## config.mk

```make
export PLATFORM = sky130hd
export DESIGN_NAME = api_rx_parser
export DESIGN_NICKNAME = d
export VERILOG_FILES = /design/src/rtl/api_rx_parser_pkg.sv /design/src/rtl/api_sat_cnt.sv /design/src/rtl/api_rx_parser.sv
export SDC_FILE = /design/constraint.sdc
export NUM_CORES = 1
export LEC_CHECK = 0
export BUFFER_PORTS_ARGS = -buffer_cell sky130_fd_sc_hd__buf_2
export CORE_MARGIN = 4
export CORE_UTILIZATION = 60
export CTS_CLUSTER_DIAMETER = 40
export CTS_CLUSTER_SIZE = 12
export DETAILED_ROUTE_END_ITERATION = 8
export PLACE_DENSITY_LB_ADDON = 0.25
export SLEW_MARGIN = 10
export SYNTH_ARGS = -nofsm -noshare
export SYNTH_HDL_FRONTEND = slang
export SYNTH_SLANG_ARGS = --single-unit
```

## constraint.sdc

```tcl
create_clock -name clk -period 3.4 [get_ports clk]
set_clock_uncertainty 0.05 [all_clocks]
set_input_delay 0.68 -clock clk [delete_from_list [all_inputs] [get_ports clk]]
set_output_delay 0.68 -clock clk [all_outputs]
set_load 0.05 [all_outputs]
```

## src/rtl/api_rx_parser_pkg.sv

```systemverilog
// Shared constants for the API receive path.
// Holds the result block geometry, the tag byte that marks the last word of a block,
// the channel index width and the parser FSM state encodings, so that api_ctrl and
// api_rx_parser agree on the framing.
package api_rx_parser_pkg;

   localparam int unsigned BLOCK_LEN = 11;
   localparam logic [7:0]  TAG       = 8'h12;
   localparam int unsigned CH_W      = 6;
   localparam int unsigned IDX_W     = $clog2(BLOCK_LEN);

   localparam logic [2:0] StIdle   = 3'd0;
   localparam logic [2:0] StFill   = 3'd1;
   localparam logic [2:0] StCheck  = 3'd2;
   localparam logic [2:0] StEmit   = 3'd3;
   localparam logic [2:0] StResync = 3'd4;

   // The tag byte sits in bits [15:8]; every other bit of the word is payload.
   function automatic logic is_tag(input logic [31:0] word);
      return word[15:8] == TAG;
   endfunction

endpackage

```

## src/rtl/api_sat_cnt.sv

```systemverilog
// Saturating up-counter with synchronous clear.
// Ports:
//   clk, rst  clock and synchronous active-high reset
//   inc       count up by one unless already at all-ones
//   clr       synchronous clear, wins over inc
//   cnt       current count
module api_sat_cnt #(
   parameter int unsigned Width = 16
) (
   input  logic             clk,
   input  logic             rst,
   input  logic             inc,
   input  logic             clr,
   output logic [Width-1:0] cnt
);

   always_ff @(posedge clk) begin
      if (rst || clr) begin
         cnt <= '0;
      end else if (inc && (cnt != '1)) begin
         cnt <= cnt + Width'(1);
      end
   end

endmodule

```

## src/rtl/api_rx_parser.sv

```systemverilog
// Receive-FIFO result block parser.
// Reads BLOCK_LEN-word blocks from a standard (non-FWFT) FIFO, checks the tag byte in the
// last word, buffers the block and replays it on a valid/ready stream with the channel
// index taken from the tag word. On a bad tag it discards words until a tag word is seen.
// Ports:
//   clk, rst                  clock, synchronous active-high reset
//   en                        parser enable, sampled only when leaving EMIT or in IDLE
//   rx_fifo_empty/rd_en/dout  FIFO read side; dout is valid the cycle after rd_en
//   res_vld/rdy/dat/last/ch   result stream; last marks the tag word, ch the channel
//   clr_cnt                   clears good_cnt and drop_cnt
//   good_cnt, drop_cnt        saturating block/word statistics
//   sync_lost                 high while searching for the next tag word
module api_rx_parser
   import api_rx_parser_pkg::*;
(
   input  logic            clk,
   input  logic            rst,
   input  logic            en,
   input  logic            rx_fifo_empty,
   output logic            rx_fifo_rd_en,
   input  logic [31:0]     rx_fifo_dout,
   output logic            res_vld,
   input  logic            res_rdy,
   output logic [31:0]     res_dat,
   output logic            res_last,
   output logic [CH_W-1:0] res_ch,
   input  logic            clr_cnt,
   output logic [15:0]     good_cnt,
   output logic [15:0]     drop_cnt,
   output logic            sync_lost
);

   logic [2:0]       state_q, state_d;
   logic             rd_pend_q;
   logic [IDX_W-1:0] wr_idx_q, rd_idx_q;
   logic [CH_W-1:0]  ch_q;
   logic [31:0]      blk_q [BLOCK_LEN];

   logic rd_issue;
   logic hs;
   logic wr_last;
   logic rd_last;
   logic good_inc;
   logic drop_inc;

   localparam logic [IDX_W-1:0] LastIdx = IDX_W'(BLOCK_LEN - 1);

   assign hs      = res_vld && res_rdy;
   assign wr_last = (wr_idx_q == LastIdx);
   assign rd_last = (rd_idx_q == LastIdx);

   // One read in flight at a time: a new read is only issued once the previous word has
   // been captured, giving one word every two cycles at best.
   assign rd_issue = ((state_q == StFill) || (state_q == StResync)) &&
                     !rx_fifo_empty && !rd_pend_q;

   always_comb begin
      state_d  = state_q;
      good_inc = 1'b0;
      drop_inc = 1'b0;
      case (state_q)
         StIdle: begin
            if (en && !rx_fifo_empty) state_d = StFill;
         end
         StFill: begin
            if (rd_pend_q && wr_last) state_d = StCheck;
         end
         StCheck: begin
            if (is_tag(blk_q[BLOCK_LEN-1])) begin
               state_d = StEmit;
            end else begin
               drop_inc = 1'b1;
               state_d  = StResync;
            end
         end
         StEmit: begin
            if (hs && rd_last) begin
               good_inc = 1'b1;
               state_d  = (en && !rx_fifo_empty) ? StFill : StIdle;
            end
         end
         StResync: begin
            if (rd_pend_q) begin
               drop_inc = 1'b1;
               // The tag word closes the broken block; the next word starts a new one.
               if (is_tag(rx_fifo_dout)) state_d = StIdle;
            end
         end
         default: state_d = StIdle;
      endcase
   end

   always_ff @(posedge clk) begin
      if (rst) begin
         state_q   <= StIdle;
         rd_pend_q <= 1'b0;
         wr_idx_q  <= '0;
         rd_idx_q  <= '0;
         ch_q      <= '0;
      end else begin
         state_q   <= state_d;
         rd_pend_q <= rd_issue;
         if ((state_q == StFill) && rd_pend_q) begin
            wr_idx_q <= wr_idx_q + IDX_W'(1);
         end else if ((state_d == StFill) && (state_q != StFill)) begin
            wr_idx_q <= '0;
         end
         if ((state_q == StCheck) && is_tag(blk_q[BLOCK_LEN-1])) begin
            rd_idx_q <= '0;
            ch_q     <= blk_q[BLOCK_LEN-1][CH_W-1:0];
         end else if ((state_q == StEmit) && hs) begin
            rd_idx_q <= rd_idx_q + IDX_W'(1);
         end
      end
   end

   // Block buffer is pure datapath; it is always fully rewritten before it is read.
   always_ff @(posedge clk) begin
      if ((state_q == StFill) && rd_pend_q) begin
         blk_q[wr_idx_q] <= rx_fifo_dout;
      end
   end

   assign rx_fifo_rd_en = rd_issue;
   assign res_vld       = (state_q == StEmit);
   assign res_dat       = res_vld ? blk_q[rd_idx_q] : 32'h0;
   assign res_last      = res_vld && rd_last;
   assign res_ch        = ch_q;
   assign sync_lost     = (state_q == StResync);

   api_sat_cnt #(
      .Width(16)
   ) u_good_cnt (
      .clk(clk),
      .rst(rst),
      .inc(good_inc),
      .clr(clr_cnt),
      .cnt(good_cnt)
   );

   api_sat_cnt #(
      .Width(16)
   ) u_drop_cnt (
      .clk(clk),
      .rst(rst),
      .inc(drop_inc),
      .clr(clr_cnt),
      .cnt(drop_cnt)
   );

endmodule

```

==> results summary, run 1 <==
The warning count from the yosys run came out at 0. The later pin in the worst-skew pair is clocked with a latency of 0.55 ns. The tightest min-delay check is of the input port to flip-flop type. The CTS buffer count came out at 47. In this design, the critical path's most frequently occurring cell is sky130_fd_sc_hd__mux4_2. The number of remaining DRC errors came out at 0. Measured along the y axis, the die boundary spans 172 um. The synthesized-area fraction occupied by xor and xnor cells came out at 0.0152. The cell count after synthesis came out at 860. The first TritonRoute pass finished after 6 iterations. The setup slack on the worst flop-to-flop path is 0.93 ns. VDD sags by at most 0.000404 V. Summed over all layers, the global routing overflow is 0. The element type at the critical path end is an output pin. The commonest cells after synthesis are sky130_fd_sc_hd__edfxtp_1, sky130_fd_sc_hd__mux4_2, sky130_fd_sc_hd__dfxtp_1. The number of synthesized flops with an enable pin came out at 352. The async set-or-reset flop fraction in the synthesized netlist is 0. The number of hold buffers added after CTS was 0. The final count of hold timing violations came out at 0. The number of library cell types mapped by synthesis is 43. The initial core utilization is 0.614.

The worst-case headroom to the max-slew limit is 0.527. The aggregate global-route resource usage is 0.234. The number of buffers and inverters on the critical path came out at 3. The initial antenna violation count was 2. Across all hold checks on the routed design, the worst slack comes to 0.389 ns. The number of buffers on the longest clock path is 3. The worst-margin pin slew came out at 0.701 ns. The net total in the final layout came out at 1,074. By instance count, the leading cell after synthesis is sky130_fd_sc_hd__edfxtp_1.

The share of layout cells above drive strength 1 is 0.353. The number of port buffers is 111. The mean post-synth cell area is 18.7 um^2. The number of slew-limit violations in the final report came out at 0.

The worst register-to-register path begins at blk_q[10][13]. The post-detailed-route via-to-cell ratio came out at 6.21. Along the worst path, the maximum fanout reaches 16. The maximum level of the CTS H-tree came out at 2. After layout, the minimum clock period comes to 3.38 ns. The die covers 29,500 um^2.

The width of the chip came out at 172 um. The row count is 59. The initial DRC count is 939. Of all cell types, the one taking the most synthesized area is sky130_fd_sc_hd__edfxtp_1. The number of global-route vias before repair is 8,512.

The area of the placeable core came out at 26,200 um^2. Derived from the worst setup path, the maximum achievable clock frequency is 296 MHz. The logic depth of the worst register-to-register path is 7. Sorting the synthesized cells by area gives the leading types as sky130_fd_sc_hd__edfxtp_1, sky130_fd_sc_hd__mux4_2, sky130_fd_sc_hd__dfxtp_1.

The endpoint identified for the worst register-to-register timing path is u_drop_cnt.cnt[6]. The total setup violations reported at the end of the flow is 0. Following the worst setup path forward leads to its endpoint at res_dat[25].

The first global-routing pass estimated 51,600 um of wire. In the finished design, the share of the clock period the worst path needs comes to 0.993. The tree is rooted in a sky130_fd_sc_hd__clkbuf_16. By area, the combinational part of the netlist is dominated by multiplexers. The number of maximum-capacitance violations is 0. The finished layout holds 1,395 standard cells, fillers aside. Dividing the detail-routed wire length by the instance count gives 25.1 um. The fraction of the mapped netlist area in simple logic gates is 0.0677.

The clock drives 406 sinks. TritonCTS built the clock tree. Of the post-synthesis cell area, the dominant cell type holds 0.657.

The cell area after synthesis is 16,100 um^2. Measured against the total synthesized area, the mux share comes to 0.158. Entering global routing, the biggest net connects 38 pins. At the worst endpoint, the arrival time is 2.65 ns. The leakage power total came out at 6.29 nW. The total via count after detailed routing is 8,657. The number of filler cells placed in the layout is 1,529. Walking the worst path, the cells encountered are buf_12 -> clkbuf_16 -> mux4_2 -> mux4_2 -> and2_1 -> buf_2. The area fraction in compound gates after synthesis is 0.0137. The placed cell count is 1,293.

In this run the most critical hold path is launched from rx_fifo_dout[19]. The flow ran to the end, and the final reports show no timing, DRC or antenna violations. The detailed-route wire length came out at 35,100 um. The worst-path cell with the longest stage delay is sky130_fd_sc_hd__mux4_2. The half-perimeter wire length after detailed placement came out at 19,200 um. Power spread over the standard cell area amounts to 538 nW/um^2.

The startpoint class of the critical path is a flip-flop. The delay contributed by the slowest stage of the critical path is 0.50 ns. The number of diodes added for antenna fixing is 0. Clock-pin slew was measured on the worst setup and hold paths at 0.06 ns. The flop and latch count out of synthesis is 406. The share of synthesized area occupied by flip-flops and latches came out at 0.724. The post-synthesis net count came out at 906. The gate family responsible for the most delay along the worst path is multiplexers.

Data on the critical path is required at its endpoint by 2.67 ns. For this run, the leading register cell type out of synthesis is sky130_fd_sc_hd__edfxtp_1. At the end of routability-driven placement, the weighted congestion stood at 0.834. The detail route stage leaves a number of antenna-violating nets equal to 0. For this design the top-level I/O count stands at 112.

Of the total synthesized cell area, the portion taken by full adders, half adders and majority gates is 0.00622. The area growth from synthesis to final layout came out at 18.2%. The critical path is of the flip-flop to output pin type.

The instance count on the critical path is 6.
[placed cells by master, fill, tap and decap left out, types with 3 or more instances in the layout]
cell type | netlist | routed
sky130_fd_sc_hd__edfxtp_1 | 352 | 352
sky130_fd_sc_hd__buf_2 | 12 | 97
sky130_fd_sc_hd__mux4_2 | 96 | 96
sky130_fd_sc_hd__clkbuf_16 | 0 | 52
sky130_fd_sc_hd__dfxtp_1 | 54 | 50
sky130_fd_sc_hd__nor2_1 | 41 | 40
sky130_fd_sc_hd__buf_4 | 0 | 38
sky130_fd_sc_hd__and2_1 | 44 | 32
sky130_fd_sc_hd__mux2_2 | 32 | 32
sky130_fd_sc_hd__nand2_1 | 32 | 32
sky130_fd_sc_hd__nor3_1 | 20 | 20
sky130_fd_sc_hd__xnor2_1 | 17 | 17
sky130_fd_sc_hd__a21oi_1 | 17 | 17
sky130_fd_sc_hd__nand3_1 | 13 | 13
sky130_fd_sc_hd__nand4_1 | 11 | 11
sky130_fd_sc_hd__xor2_1 | 11 | 11
sky130_fd_sc_hd__buf_12 | 2 | 11
sky130_fd_sc_hd__and2_2 | 0 | 10
sky130_fd_sc_hd__and3_1 | 9 | 9
sky130_fd_sc_hd__clkinv_1 | 0 | 9
sky130_fd_sc_hd__inv_1 | 8 | 8
sky130_fd_sc_hd__o21ai_0 | 8 | 8
sky130_fd_sc_hd__ha_1 | 8 | 8
sky130_fd_sc_hd__nor4_1 | 7 | 7
sky130_fd_sc_hd__clkinvlp_4 | 0 | 6
sky130_fd_sc_hd__buf_6 | 1 | 6
sky130_fd_sc_hd__a31oi_1 | 5 | 5
sky130_fd_sc_hd__clkinv_2 | 0 | 5
sky130_fd_sc_hd__clkbuf_1 | 21 | 5
sky130_fd_sc_hd__nor3b_1 | 4 | 4
sky130_fd_sc_hd__and4_1 | 4 | 4
sky130_fd_sc_hd__a211oi_1 | 4 | 4
sky130_fd_sc_hd__nand4b_1 | 3 | 3
sky130_fd_sc_hd__or3_1 | 3 | 3
sky130_fd_sc_hd__dfxtp_2 | 0 | 3
sky130_fd_sc_hd__bufinv_16 | 0 | 3
sky130_fd_sc_hd__clkinv_4 | 0 | 3
[cell families after synthesis]
| kind of cell | Yosys count |
|---|---|
| compound gates | 38 |
| simple gates | 202 |
| xor+xnor | 28 |
| buf+inv | 48 |
| flops | 406 |
| mux | 130 |
| fa+ha+maj | 8 |
[cell type report]
class / count / area [um^2] / share of cell area
clock inverter: 28 / 245 / 0.0129
sequential: 406 / 11700 / 0.613
tap: 335 / 419 / 0.0220
inverter: 8 / 30.0 / 0.00158
clock buffer: 53 / 1220 / 0.0642
timing repair buffer: 159 / 1220 / 0.0642
multi-input combinational: 406 / 4220 / 0.222
[sequential cells by signal (all words and copies together) (netlist names), named ones only]
register / count
blk_q: 352
rd_idx_q: 4
rd_pend_q: 1
res_ch: 6
state_q: 3
u_drop_cnt.cnt: 16
u_good_cnt.cnt: 16
wr_idx_q: 4
[per-layer routing]
metal,vias to the layer above,wire length [um],track usage,share of wire
li1,3792,-,-,-
met1,4396,14400,0.341,0.41
met2,421,17300,0.380,0.49
met3,44,2770,0.0418,0.079
met4,4,550,0.0519,0.016
met5,-,28,0,0.00080
[worst min path at each step]
stage | to | slack (ns) | cells after the start
after floorplan | res_ch[0] | 0.44 | 2
after global placement | res_ch[3] | 0.40 | 2
after detailed placement | res_ch[5] | 0.40 | 2
after CTS | blk_q[0][19] | 0.37 | 1
after global routing | blk_q[5][19] | 0.40 | 1
final | blk_q[0][19] | 0.39 | 1
[through the flow]
step                      setup TNS [ns]  setup WS [ns]  power, mW  cell area, um^2  utilization
after floorplan                        0          0.448       5.54            16100            -
after global placement                 0          0.455       5.61            17200        0.657
after detailed placement               0          0.448       5.62            17200        0.657
after CTS                        -0.0556        -0.0230       10.3            18700        0.715
after global routing              -0.245        -0.0284       10.5            19000        0.726
final                                  0         0.0237       10.2            19000        0.726
[timing repair]
item,CTS,global route
buffers inserted,3,14
setup endpoints to repair,29,26
gates resized for setup,8,24
gates cloned,0,4
[power breakdown]
group	switching (mW)	total (mW)	internal, mW
sequential	0.00418	5.41	5.41
clock	1.91	4.71	2.80
combinational	0.0785	0.103	0.0245
Power figures use the tool's default switching activity.
==> run 2: changes to the inputs <==
SETUP_SLACK_MARGIN = 0.05   (was default)
==> results summary, run 2 (synthesis gave the netlist of run 1 again) <==
The clock transition at the registers of the reported paths came out at 0.06 ns (about the same). The I/O pin count is 112 (unchanged). The highest clock frequency the design can meet is 298 MHz (was 296 MHz). The required arrival time at the worst endpoint came out at 2.67 ns (about the same).

The delay contributed by the slowest stage of the critical path came out at 0.54 ns (was 0.50 ns). The half-perimeter wire length after detailed placement is 19,200 um (unchanged). The leakage power total is 6.31 nW (was 6.29 nW). The total clock sinks came out at 406 (unchanged).

The post-route minimum period was 3.35 ns (was 3.38 ns). The initial antenna violation count is 1 (was 2). Run status: complete, no violations (unchanged). The final weighted congestion of routability-driven global placement is 0.834 (unchanged).

The detailed-routing wirelength on met1 was 14,400 um (about the same). The power per cell area came out at 534 nW/um^2 (was 538 nW/um^2). The initial core utilization is 0.614 (unchanged). The number of port buffers is 111 (unchanged).

The aggregate global-route resource usage is 0.249 (was 0.234). The worst-margin pin slew is 0.687 ns (was 0.701 ns). The maximum level of the CTS H-tree came to 2 (unchanged). The endpoint arrival time on the critical path came out at 2.62 ns (was 2.65 ns). Series of cell instances along the critical path: buf_6 -> buf_16 -> mux4_2 -> mux4_2 -> and2_1 -> buf_4 (was buf_12 -> clkbuf_16 -> mux4_2 -> mux4_2 -> and2_1 -> buf_2). The type of the worst setup path is flip-flop to output pin (unchanged). The total setup violations reported at the end of the flow came out at 0 (unchanged). The worst-case headroom to the max-slew limit is 0.537 (was 0.527). The logic depth of the worst register-to-register path came out at 7 (unchanged).

The antenna violation net count after detailed routing is 0 (unchanged). The most common cell after layout, fill and taps aside is sky130_fd_sc_hd__edfxtp_1 (unchanged). The number of remaining DRC errors is 0 (unchanged). The worst vdd rail ir drop came out at 0.000413 V (was 0.000404 V). The total chip power is 10.3 mW (was 10.2 mW). The setup slack on the worst flop-to-flop path is 0.85 ns (was 0.93 ns).

The highest layer used for signal routing is met5 (unchanged). The number of slew-limit violations in the final report is 0 (unchanged). The highest net fanout along the worst path came out at 9 (was 16).

The clock tree from TritonCTS is done (unchanged). The global-route wire length before repair was 54,300 um (was 51,600 um). The gate family responsible for the most delay along the worst path is multiplexers (unchanged). The count of placed standard cells in the final layout, fillers left out came out at 1,391 (was 1,395). The length of routed met2 wiring is 18,000 um (was 17,300 um). The number of diodes added for antenna fixing came out at 0 (unchanged). The root buffer selected by CTS is sky130_fd_sc_hd__clkbuf_16 (unchanged). The final count of hold timing violations is 0 (unchanged). The row count is 59 (unchanged). The share of layout cells above drive strength 1 is 0.361 (was 0.353). The post-route clock period utilization is 0.986 (was 0.993). The height of the die is 172 um (unchanged). The class of the worst hold path is input port to flip-flop (unchanged).

The area of the placeable core came out at 26,200 um^2 (unchanged). The pin count of the biggest net entering global routing is 38 (unchanged). The setup slack at placement came to 0.448 ns (unchanged).

The worst setup margin came out at 0.0472 ns (was 0.0237 ns). The final total negative setup slack was 0 ns (unchanged). The number of buffers and inverters on the critical path is 3 (unchanged). The CTS buffer count is 47 (unchanged).

The worst flop-to-flop path startpoint is blk_q[10][13] (unchanged). The detailed-route wire length came out at 36,100 um (was 35,100 um). The total via count after detailed routing is 8,725 (was 8,657).

The net total in the final layout is 1,070 (was 1,074). The number of buffers on the longest clock path is 3 (unchanged). The routed wire length on met3 is 2900 um (was 2770 um). The area growth from synthesis to final layout came to 19.3% (was 18.2%).

Largest registers ranked by flip-flop count: blk_q: 352 flops, u_drop_cnt.cnt: 16 flops, u_good_cnt.cnt: 16 flops (unchanged). The end of the worst register-to-register path is u_drop_cnt.cnt[6] (unchanged). Most used cells in the layout excluding fill and tap cells: sky130_fd_sc_hd__edfxtp_1, sky130_fd_sc_hd__mux4_2, sky130_fd_sc_hd__buf_2, sky130_fd_sc_hd__dfxtp_1, sky130_fd_sc_hd__clkbuf_16 (was sky130_fd_sc_hd__edfxtp_1, sky130_fd_sc_hd__buf_2, sky130_fd_sc_hd__mux4_2, sky130_fd_sc_hd__clkbuf_16, sky130_fd_sc_hd__dfxtp_1).

The clock latency of the later-clocked register in the worst-skew pair came out at 0.55 ns (about the same). The total congestion overflow after global routing came to 0 (unchanged). Setup repair after global routing could not meet its margin everywhere. The instance count on the critical path is 6 (unchanged). The number of detailed-route iterations in the first pass is 7 (was 6). The top register by number of flip-flops is blk_q (unchanged).

The routed wirelength normalized by instance count came out at 25.9 um (was 25.1 um). The total die area is 29,500 um^2 (unchanged). The most used cell along the critical path was sky130_fd_sc_hd__mux4_2 (unchanged). The post-detailed-route via-to-cell ratio is 6.27 (was 6.21). The element type at the critical path end was an output pin (unchanged).

The start point of the worst min-delay path is rx_fifo_dout[3] (was rx_fifo_dout[19]). The number of maximum-capacitance violations came out at 0 (unchanged). The startpoint class of the critical path is a flip-flop (unchanged).

The termination of the worst setup path is res_dat[29] (was res_dat[25]). The worst-path cell with the longest stage delay is sky130_fd_sc_hd__mux4_2 (unchanged). The number of flip-flops under the largest register name is 352 (unchanged). The placed cell count is 1,293 (unchanged). The width of the chip came out at 172 um (unchanged). The share of the core filled with cells came out at 0.732 (was 0.726).

The number of global-route vias before repair is 8,706 (was 8,512). The initial DRC count is 999 (was 939).
[run 2: changes by cell type in the layout (fill, tap and decap cells not counted), sizes merged]
cell,delta
clkbuf,-4
[run 2: per-stage QoR]
| step | hold slack, ns | cell area (um^2) |
|---|---|---|
| 2_1_floorplan | 0.442 | 16100 |
| 3_3_place_gp | 0.396 | 17200 |
| 3_5_place_dp | 0.398 | 17200 |
| 4_1_cts | 0.366 | 19200 |
| 5_1_grt | 0.407 | 19200 |
| 6_report | 0.391 | 19200 |
[run 2: layout make-up]
cell class / count / area [um^2]
fillers: 1513 / 7020
inverters: 8 / 30.0
multi-input cells: 406 / 4250
clock buffers: 53 / 1220
well taps: 335 / 419
flip-flops and latches: 406 / 11700
repair buffers: 155 / 1360
clock inverters: 28 / 245
[run 2: worst min-delay path by stage]
stage / endpoint / slack (ns) / depth (start not counted)
detailed placement: res_ch[5] / 0.40 / 2
global placement: res_ch[3] / 0.40 / 2
finish: blk_q[10][3] / 0.39 / 1
global route: blk_q[1][22] / 0.41 / 1
CTS: blk_q[0][19] / 0.37 / 1
floorplan: res_ch[0] / 0.44 / 2
[run 2: layer usage]
| layer | up-vias | GRT usage |
|---|---|---|
| met5 | - | 0 |
| met2 | 410 | 0.408 |
| met4 | 2 | 0.0602 |
| li1 | 3776 | - |
| met1 | 4480 | 0.354 |
| met3 | 57 | 0.0478 |
[run 2: power by group]
part	internal (mW)	switching [mW]	total [mW]
Sequential	5.41	0.00430	5.41
Combinational	0.0245	0.0792	0.104
Clock	2.80	1.93	4.74
[run 2: timing repair]
item                                    in CTS  in global routing
gates cloned                                 6                  1
endpoints found under the setup margin      29                 31
setup buffers                               13                  0
hold buffers                                 0                  0
gates resized for setup                     56                 34
endpoints found under the hold margin        0                  0
==> run 3: changes to the inputs <==
==> constraint.sdc (replaced) <==
create_clock -name clk -period 3.4 [get_ports clk]
set_clock_uncertainty 0.05 [all_clocks]
set_input_delay 0.17 -clock clk [delete_from_list [all_inputs] [get_ports clk]]
set_output_delay 0.17 -clock clk [all_outputs]
set_load 0.05 [all_outputs]
==> results summary, run 3 (synthesis gave the netlist of run 1 again) <==
Run status: complete, no violations (unchanged). The required arrival time at the worst endpoint is 3.18 ns (was 2.67 ns). The worst vdd rail ir drop came out at 0.000410 V (was 0.000413 V).

The width of the chip is 172 um (unchanged). The endpoint arrival time on the critical path came out at 3.05 ns (was 2.62 ns). The hold buffer count at CTS was 36 (was 0). The detailed-route wire length is 34,400 um (was 36,100 um).

The post-detailed-route via-to-cell ratio is 6.20 (was 6.27). The startpoint class of the critical path is a flip-flop (unchanged). The clock tree from TritonCTS is done (unchanged). RSZ-0062 raised after global routing: false (was true). The final count of hold timing violations is 0 (unchanged). The number of remaining DRC errors was 0 (unchanged). The class of the worst hold path is input port to flip-flop (unchanged). The I/O pin count is 112 (unchanged). The area of the placeable core is 26,200 um^2 (unchanged). The number of detailed-route iterations in the first pass came out at 5 (was 7). The worst-case headroom to the max-slew limit came to 0.554 (was 0.537). Largest registers ranked by flip-flop count: blk_q: 352 flops, u_drop_cnt.cnt: 16 flops, u_good_cnt.cnt: 16 flops (unchanged).

The number of diodes added for antenna fixing is 0 (unchanged). The number of port buffers came out at 111 (unchanged). The half-perimeter wire length after detailed placement is 18,500 um (was 19,200 um). The initial DRC count is 985 (was 999). The most common cell after layout, fill and taps aside was sky130_fd_sc_hd__edfxtp_1 (unchanged). The initial antenna violation count came to 0 (was 1). The clock latency of the later-clocked register in the worst-skew pair is 0.55 ns (about the same).

The number of global-route vias before repair is 8,829 (was 8,706). The type of the worst setup path was flip-flop to output pin (unchanged). The buffers inserted during post-CTS setup optimization came to 0 (was 13). The highest clock frequency the design can meet was 306 MHz (was 298 MHz). The row count is 59 (unchanged). The aggregate global-route resource usage came out at 0.241 (was 0.249). The number of buffers on the longest clock path came out at 3 (unchanged). The number of maximum-capacitance violations came out at 0 (unchanged). The highest net fanout along the worst path came out at 17 (was 9). The share of layout cells above drive strength 1 is 0.330 (was 0.361). The total die area came out at 29,500 um^2 (unchanged). The root buffer selected by CTS is sky130_fd_sc_hd__clkbuf_16 (unchanged).

The power per cell area is 543 nW/um^2 (was 534 nW/um^2). The finished layout cell area was 19,000 um^2 (was 19,200 um^2). The total congestion overflow after global routing was 0 (unchanged). The height of the die is 172 um (unchanged). The CTS buffer count is 47 (unchanged). The maximum level of the CTS H-tree came out at 2 (unchanged).

The number of flip-flops under the largest register name came out at 352 (unchanged). The clock transition at the registers of the reported paths came out at 0.06 ns (about the same). The global-route wire length before repair is 53,100 um (was 54,300 um).

The tightest hold margin came out at 0.0387 ns (was 0.391 ns). The worst setup margin was 0.132 ns (was 0.0472 ns). The net total in the final layout came out at 1,087 (was 1,070). The final weighted congestion of routability-driven global placement came to 0.818 (was 0.834). The leakage power total came out at 6.29 nW (was 6.31 nW). The post-route clock period utilization was 0.961 (was 0.986).

The pin count of the biggest net entering global routing came out at 40 (was 38). The total clock sinks was 406 (unchanged). The number of slew-limit violations in the final report was 0 (unchanged). The setup slack at placement came out at 0.841 ns (was 0.448 ns). Most used cells in the layout excluding fill and tap cells: sky130_fd_sc_hd__edfxtp_1, sky130_fd_sc_hd__buf_2, sky130_fd_sc_hd__mux4_2, sky130_fd_sc_hd__dfxtp_1, sky130_fd_sc_hd__clkbuf_16 (was sky130_fd_sc_hd__edfxtp_1, sky130_fd_sc_hd__mux4_2, sky130_fd_sc_hd__buf_2, sky130_fd_sc_hd__dfxtp_1, sky130_fd_sc_hd__clkbuf_16).

The top register by number of flip-flops was blk_q (unchanged). The post-route minimum period is 3.27 ns (was 3.35 ns). The routed wirelength normalized by instance count is 24.4 um (was 25.9 um). The total setup violations reported at the end of the flow is 0 (unchanged). The antenna violation net count after detailed routing is 0 (unchanged). The initial core utilization came out at 0.614 (unchanged). The area growth from synthesis to final layout is 18.3% (was 19.3%). The total via count after detailed routing came out at 8,712 (was 8,725). The number of filler cells placed in the layout came out at 1,524 (was 1,513).

The post-cts resize count came out at 0 (was 56). The final total negative setup slack came out at 0 ns (unchanged). The cell area after placement is 17,200 um^2 (about the same). The worst-margin pin slew came out at 0.662 ns (was 0.687 ns). The element type at the critical path end is an output pin (unchanged).
==> run 3: power breakdown <==
group / total [mW] / internal [mW] / switching (mW)
Clock: 4.77 / 2.89 / 1.88
Combinational: 0.137 / 0.0512 / 0.0855
Sequential: 5.41 / 5.41 / 0.00427
Total: 10.3 / 8.35 / 1.97
==> run 3: cell type report <==
type	instances	area, um^2	share of cell area
clock inverter	23	219	0.0115
multi-input combinational	406	4220	0.222
sequential	406	11700	0.613
tap	335	419	0.0220
inverter	8	30.0	0.00158
clock buffer	56	1280	0.0671
timing repair buffer	172	1200	0.0633
==> run 3: metrics by stage <==
step / util / power, mW / std cells
after floorplan: - / 5.54 / 860
after global placement: 0.655 / 5.61 / 1291
after detailed placement: 0.655 / 5.62 / 1291
after CTS: 0.726 / 10.4 / 1406
after global routing: 0.726 / 10.6 / 1406
final: 0.726 / 10.3 / 1406
==> run 3: routing by layer <==
layer	wire [um]	global-route usage	part of all wire	vias up
met5	0	0	0	-
met1	14200	0.351	0.41	4480
met3	2460	0.0409	0.072	61
met4	987	0.0711	0.029	0
met2	16700	0.384	0.48	363
li1	-	-	-	3808
==> run 3: final timing paths <==
check,depth (start not counted),slack (ns),startpoint,to
hold / removal,4,0.04,res_rdy,flip-flop
setup / recovery,5,0.13,flip-flop,res_dat[28]
setup reg to reg,7,0.95,blk_q[10][13],u_drop_cnt.cnt[4]
hold reg to reg,2,0.41,res_ch[5],res_ch[5]
==> run 3: worst max-delay path: stages (launching register included) <==
cell and delay [ns]:
sky130_fd_sc_hd__dfxtp_4 0.55, sky130_fd_sc_hd__buf_4 0.37, sky130_fd_sc_hd__mux4_2 0.63, sky130_fd_sc_hd__mux4_2 0.56
sky130_fd_sc_hd__and2_1 0.19, sky130_fd_sc_hd__buf_2 0.20
